## config.mk

```make
export PLATFORM = sky130hd
export DESIGN_NAME = oam_dma_controller
export DESIGN_NICKNAME = d
export VERILOG_FILES = /design/src/rtl/oam_dma_controller.sv
export SDC_FILE = /design/constraint.sdc
export NUM_CORES = 1
export LEC_CHECK = 0
export CAP_MARGIN = 30
export CORE_MARGIN = 2
export CORE_UTILIZATION = 44
export DETAILED_ROUTE_END_ITERATION = 7
export HOLD_SLACK_MARGIN = 0.15
export PLACE_DENSITY = 0.85
export SETUP_SLACK_MARGIN = 0.3
export SLEW_MARGIN = 20
export SYNTH_ARGS = -nofsm -noshare
export SYNTH_HDL_FRONTEND = slang
export SYNTH_SLANG_ARGS = --single-unit
```

## constraint.sdc

```tcl
create_clock -name i_clk -period 2.3 [get_ports i_clk]
set_input_delay 0.46 -clock i_clk [delete_from_list [all_inputs] [get_ports i_clk]]
set_output_delay 0.46 -clock i_clk [all_outputs]
set_load 0.005 [all_outputs]
```

## src/rtl/oam_dma_controller.sv

```systemverilog
// rtl/oam_dma_controller.sv - sprite DMA engine: halts the CPU and copies one page into OAMDATA
module oam_dma_controller #(
    parameter logic [15:0] REG_ADDRESS     = 16'h4014,
    parameter logic [15:0] OAMDATA_ADDRESS = 16'h2004,
    parameter int          TRANSFER_LENGTH = 256
) (
    input  logic        i_clk,
    input  logic        i_reset,
    input  logic [15:0] i_cpu_address,
    input  logic        i_cpu_rw,
    input  logic [7:0]  i_cpu_data,
    input  logic [7:0]  i_data,
    output logic        o_rdy,
    output logic        o_dma_active,
    output logic [15:0] o_address,
    output logic        o_rw,
    output logic [7:0]  o_data,
    output logic        o_busy,
    output logic [7:0]  o_debug_index
);

    typedef enum logic [2:0] {
        S_IDLE,
        S_HALT,
        S_ALIGN,
        S_READ,
        S_WRITE
    } state_t;

    // Index of the final byte; the index register never advances past it.
    localparam logic [7:0] LAST_INDEX = 8'(TRANSFER_LENGTH - 1);

    state_t     state;
    state_t     next_state;
    logic [7:0] index;
    logic [7:0] page;
    logic [7:0] latch;
    logic       phase;
    logic       trigger;

    // A CPU write to the DMA register; reads of the same address are harmless.
    assign trigger       = !i_cpu_rw && (i_cpu_address == REG_ADDRESS);
    assign o_debug_index = index;

    // State register; reset aborts any transfer in progress and releases RDY.
    always_ff @(posedge i_clk or posedge i_reset) begin
        if (i_reset) begin
            state <= S_IDLE;
        end else begin
            state <= next_state;
        end
    end

    // Datapath: get/put phase toggle, page capture, byte latch and index advance.
    always_ff @(posedge i_clk or posedge i_reset) begin
        if (i_reset) begin
            phase <= 1'b0;
            index <= 8'd0;
            page  <= 8'd0;
            latch <= 8'd0;
        end else begin
            phase <= ~phase;
            if (state == S_IDLE && trigger) begin
                page  <= i_cpu_data;
                index <= 8'd0;
            end
            if (state == S_READ) begin
                latch <= i_data;
            end
            if (state == S_WRITE && index != LAST_INDEX) begin
                index <= index + 8'd1;
            end
        end
    end

    // Next-state and Moore outputs; HALT leaves on a CPU read, aligning READ to a get cycle.
    always_comb begin
        next_state   = state;
        o_rdy        = 1'b1;
        o_busy       = 1'b0;
        o_dma_active = 1'b0;
        o_address    = 16'h0000;
        o_rw         = 1'b1;
        o_data       = 8'h00;
        case (state)
            S_IDLE: begin
                if (trigger) begin
                    next_state = S_HALT;
                end
            end
            S_HALT: begin
                o_rdy  = 1'b0;
                o_busy = 1'b1;
                if (i_cpu_rw) begin
                    next_state = phase ? S_READ : S_ALIGN;
                end
            end
            S_ALIGN: begin
                o_rdy      = 1'b0;
                o_busy     = 1'b1;
                next_state = S_READ;
            end
            S_READ: begin
                o_rdy        = 1'b0;
                o_busy       = 1'b1;
                o_dma_active = 1'b1;
                o_address    = {page, index};
                o_rw         = 1'b1;
                next_state   = S_WRITE;
            end
            S_WRITE: begin
                o_rdy        = 1'b0;
                o_busy       = 1'b1;
                o_dma_active = 1'b1;
                o_address    = OAMDATA_ADDRESS;
                o_rw         = 1'b0;
                o_data       = latch;
                next_state   = (index == LAST_INDEX) ? S_IDLE : S_READ;
            end
            default: begin
                next_state = S_IDLE;
            end
        endcase
    end

endmodule

```

# Word level (Yosys, flattened, before mapping)

Cells that the tools add are included.

Add/sub/neg operators: 1
Eq/ne operators: 9
Muxes and demuxes: 13
Bitwise logic cells: 1
Reductions and logical operators: 9

Operators by type and width:

| operator                                               | count |
|---|---|
| one-hot mux 16 bit (2 select lines)                    | 1 |
| 2-to-1 mux 8 bit                                       | 3 |
| equality test 16 x 15 -> 1 bit (second input constant) | 1 |
| one-hot mux 3 bit (5 select lines)                     | 1 |
| adder 8 x 1 -> 8 bit (second input constant)           | 1 |
| equality test 8 bit (second input constant)            | 1 |
| inequality test 8 bit (second input constant)          | 1 |
| equality test 3 x 2 -> 1 bit (second input constant)   | 2 |
| 2-to-1 mux 3 bit                                       | 2 |
| 2-to-1 mux 1 bit                                       | 5 |
| inequality test 2 bit (second input constant)          | 2 |
| OR reduction 4 bit                                     | 1 |
| equality test 3 x 1 -> 1 bit (second input constant)   | 1 |
| equality test 3 bit (second input constant)            | 1 |
| logical AND 1 bit                                      | 3 |
| zero test 3 bit                                        | 1 |
| 2-to-1 mux 2 bit                                       | 1 |
| AND reduction 2 bit                                    | 1 |
| nonzero test 2 bit                                     | 1 |
| OR reduction 2 bit                                     | 1 |
| zero test 1 bit                                        | 1 |
| inverter 1 bit                                         | 1 |

Register bits: 28
Input port bits: 35
Output and inout bits: 36
Word-level logic and storage cells: 38

# Logic depth before layout (Yosys ltp)

Gate-level depths: netlist of the first run.

Depth after elaboration: 5
Depth in mapped cells: 6
Depth with buffers taken out: 5

# Least setup slack after synthesis of the first run

No wires, ideal clock.

Path type: input-to-reg
Start point: input i_cpu_address[6]
End point: register page[0]
Setup time: 0.125 ns
Arrival time: 1.562 ns
Data required time: 2.175 ns
Path slack: 0.613 ns
Cell stages on the path: 5
Buffers on the path: 1
Path through: nor4_1 nand4_1 nor2_4 buf_8 mux2_4

Word-level cells in the longest chain between the ends: 3

RTL lines:

| what                           | RTL line | RTL |
|---|---|---|
| start, declared                | 9        | `input logic [15:0] i_cpu_address,` |
| equality test 16 x 15 -> 1 bit | 42       | `assign trigger = !i_cpu_rw && (i_cpu_address == REG_ADDRESS);` |
| logical AND 1 bit              | 42       |  |
| logical AND 1 bit              | 63       | `if (state == S_IDLE && trigger) begin` |
| end signal, assigned           | 64       | `page <= i_cpu_data;` |
| end, declared                  | 36       | `logic [7:0] page;` |

Every way passes these cells.
A chain may end at the register's enable or synchronous reset.

# Worst setup path in the final report of the first run

Start point: register state[0]
End point: output o_data[7]

Word-level cells in the longest chain between the ends: 2

RTL lines:

| what                   | RTL line | RTL |
|---|---|---|
| start, declared        | 33       | `state_t state;` |
| start signal, assigned | 50       | `state <= next_state;` |
| equality test 3 bit    | 85       | `case (state)` |
| 2-to-1 mux 8 bit       | 85       |  |
| end, declared          | 17       | `output logic [7:0] o_data,` |

Every way passes these cells.

==> metrics.cfg, run 1 <==
[sta]
period_needed_ps=2223
final-setup-viol-count=0
slew_viol_final=0
fmaxAchievable_mhz=449.8
worst-slew-pin-transition_ps=368.2
relative_slew_slack_pct=75.46
rsz0062_at_grt=true
worst_clock_skew_ps=16.74
post-route-period-util_pct=96.65
final.setup.tns_ps=0
post-route-worst-setup-slack_ps=76.96
hold_viol_final=0

[setup_path]
crit_path_max_fanout=3
worstPathCellList=buf_6 -> nor3b_4 -> buf_6 -> buf_6 -> buf_6 -> and2_4 -> buf_6
critical_path.slowest_cell=dfrtp_2
setup.worst_path.end_class=primary output
worstSetupPathType=reg2out
worst_endpoint_data_arrival_time_ps=1760
critical_path.max_stage_delay_ps=460
critPathMostFrequentCell=buf_6
cpLargestDelayFamily=buffers and inverters
setup.worst_path.start_class=flip-flop
critical_path.n_buffers_inverters=5
worst_ep_required_time_ps=1840

[die]
initial_utilization_pct=46.08
std_cell_rows=21
die_area_um2=3984
placeableCoreArea_um2=3337
die_h_um=63.12
die_width_um=63.12
ioPinCount=71

[logic_synthesis]
synth_compound_gate_area_share_pct=8.625
synth_enable_flop_cells=0
synth_seq_area_share_pct=45.57
synth-seq-cells=28
yosys.cell_count.top_type=dfrtp_1
main_combinational_cell_family_by_area_after_synthesis=simple AND/OR/NAND/NOR gates
synthDistinctLibCells=41
synth-warning-count=0
yosysTopAreaCell=dfrtp_1
synth.top_cells.by_count=28 x dfrtp_1, 21 x and2_1, 13 x mux2_2, 13 x nand2_1, 10 x o21ai_0
synthMuxAreaShare_pct=13.10
synthesis.nets=182
synthCells=146
netlist_top_cells_area=dfrtp_1 46%, mux2_2 9.5%, and2_1 8.5%
synthSimpleGateAreaFrac_pct=26.36
synth-main-ff-cell=dfrtp_1
arithmetic_cell_share_of_the_synthesized_area_counting_full_adders_half_adders_and_majority_gates_pct=0.8137
ys_async_sr_fraction_pct=100.0
xor_xnor_cell_area_share_of_the_yosys_netlist_pct=1.139
synth_top_cell_area_share_pct=45.57
netlist_area_um2=1538
post_synth.cell_area_avg_um2=10.53

[global_route]
first_pass_grt_wire_length_mm=8.431
grt_start_max_net_pins=29
gr-usage-all-layers_pct=27.77
antenna_found_initial=0
first_global_vias=1637
grt.overflow.total=0

[detailed_routing]
drt-total-wl_mm=5.680
vias_per_cell=5.430
post-route-drc-count=0
drt.antenna.violating_nets=0
detail_route.wl_per_cell_um=18.93
initialDrtViolationCount=177
number_of_iterations_in_the_first_detailed_routing_pass=4
dr_total_vias=1629

[layout]
multi_input_area_um2=839.6
regArea_um2=704.4
flow.area_growth_from_synthesis_pct=75.75
diodes=0
instances_no_fill=300
final.fill_count=192
finalNetCount=291
layout-drive-gt1-share_pct=44.49

[clocking]
clock-sinks=28
tritoncts=done
clock_root_buffer=clkbuf_4
cts_buffer_depth=2
clkLatencyLatePin_ps=340
inserted_clock_buffers=3
clk_pin_slew_ps=160
htree_num_levels=1

[run_status]
status=completed

[pwr]
power.switching_mw=1.072
power.share.switching_pct=39.28
p_leak_nw=1.275
intPower_mw=1.657
power_share_of_the_combinational_group_pct=61.8
max-vdd-ir-drop_mv=0.6124
share_clk_of_total_power_pct=9.1
power-per-cell-area_nw_per_um2=1010
sequentialPowerShare_pct=29.1

[placed_design]
post-place-cells=261
hpwl_mm=3.014
placement.io_buffers=70
place_ws_ps=67.59
routabilityCongestion=0.7930

[job]
drv.max_cap_violation_count=0

[hold_path]
hold_path.class=reg2reg

repair_timing:
item,CTS,global route
setup endpoints to repair,28,32
pin swaps,8,5
hold buffers,0,0
gates resized for setup,136,14
gates cloned,3,1
buffers inserted,25,6
cells by family (layout without fill, tap and decap cells):
group / Yosys count / in the layout
buffers and inverters: 12 / 119
AND/OR/NAND/NOR: 65 / 66
flip-flops: 28 / 28
multiplexers: 17 / 17
AO/OA/AOI/OAI: 21 / 21
adder cells (fa/ha/maj): 1 / 1
XOR/XNOR: 2 / 2
per-stage QoR:
| step | utilization, % | power (mW) | area [um^2] | hold slack (ps) |
|---|---|---|---|---|
| after floorplan | - | 1.382 | 1538 | 382.8 |
| final | 80.99 | 2.730 | 2703 | 413.1 |
| after CTS | 77.95 | 2.478 | 2601 | 414.0 |
| after global placement | 68.92 | 1.860 | 2300 | 397.3 |
| after global routing | 80.99 | 2.873 | 2703 | 445.5 |
| after detailed placement | 68.92 | 1.923 | 2300 | 395.1 |
sequential cells by signal, summed over array words and instances (netlist names):
register       count
state              3
phase              1
latch              8
page               8
o_debug_index      8
worst paths after layout:
kind                       startpoint                to  slack, ps  depth (start not counted)
min in group asynchronous     i_reset  o_debug_index[5]        480                          3
max in group asynchronous     i_reset          state[1]       1540                          3
setup / recovery             state[0]         o_data[7]         80                          7
hold / removal                  phase             phase        410                          1
setup reg to reg             state[0]  o_debug_index[5]        270                         11
hold reg to reg                 phase             phase        410                          1
power groups by stage:
stage / clock network, mW / logic [mW] / registers (mW)
final: 0.247 / 1.69 / 0.795
after global routing: 0.275 / 1.79 / 0.813
after CTS: 0.248 / 1.46 / 0.771
after detailed placement: 0 / 1.12 / 0.802
after global placement: 0 / 1.07 / 0.787
after floorplan: 0 / 0.624 / 0.758
final cells by class:
type,count,area share [%]
clock buffer,4,1.343
inverter,7,1.065
multi-input combinational,107,31.06
sequential,28,26.06
tap,46,2.130
timing repair buffer,108,38.33
per-layer routing:
layer  share of wire, %  vias up  global-route usage, %
li1                   -      728                      -
met1                 37      793                  32.33
met2                 53       84                  49.73
met3                6.9       24                  6.607
met4                3.5        0                  9.444
met5                  0        -                      0
cell usage in the layout (no fill, tap or decap), types with 2 or more instances in the layout:
cell type        instances
clkdlybuf4s50_1         42
dfrtp_1                 25
buf_6                   21
buf_4                   21
buf_2                   15
mux2_2                  13
and2_1                  13
nand2_1                 10
o21ai_0                  8
and2_4                   8
inv_1                    6
nor2_1                   5
nor2_4                   3
nor3_1                   3
mux2_4                   3
nand3_1                  3
nor3b_1                  3
a21oi_1                  3
clkbuf_4                 3
dfrtp_2                  3
nand4_1                  2
nor2_2                   2
nand2_2                  2
o211ai_1                 2
and3_1                   2
clkdlybuf4s15_2          2
buf_12                   2
Power figures use the tool's default switching activity.
==> run 2: changes to the inputs <==
--- a/config.mk
+++ b/config.mk
@@ -5,6 +5,7 @@
 export SDC_FILE = /design/constraint.sdc
 export NUM_CORES = 1
 export LEC_CHECK = 0
+export ABC_CLOCK_PERIOD_IN_PS = 2300
 export CAP_MARGIN = 30
 export CORE_MARGIN = 2
 export CORE_UTILIZATION = 44
==> results of run 2 <==
Final layout, timing and power as in run 1 (identical DEF).
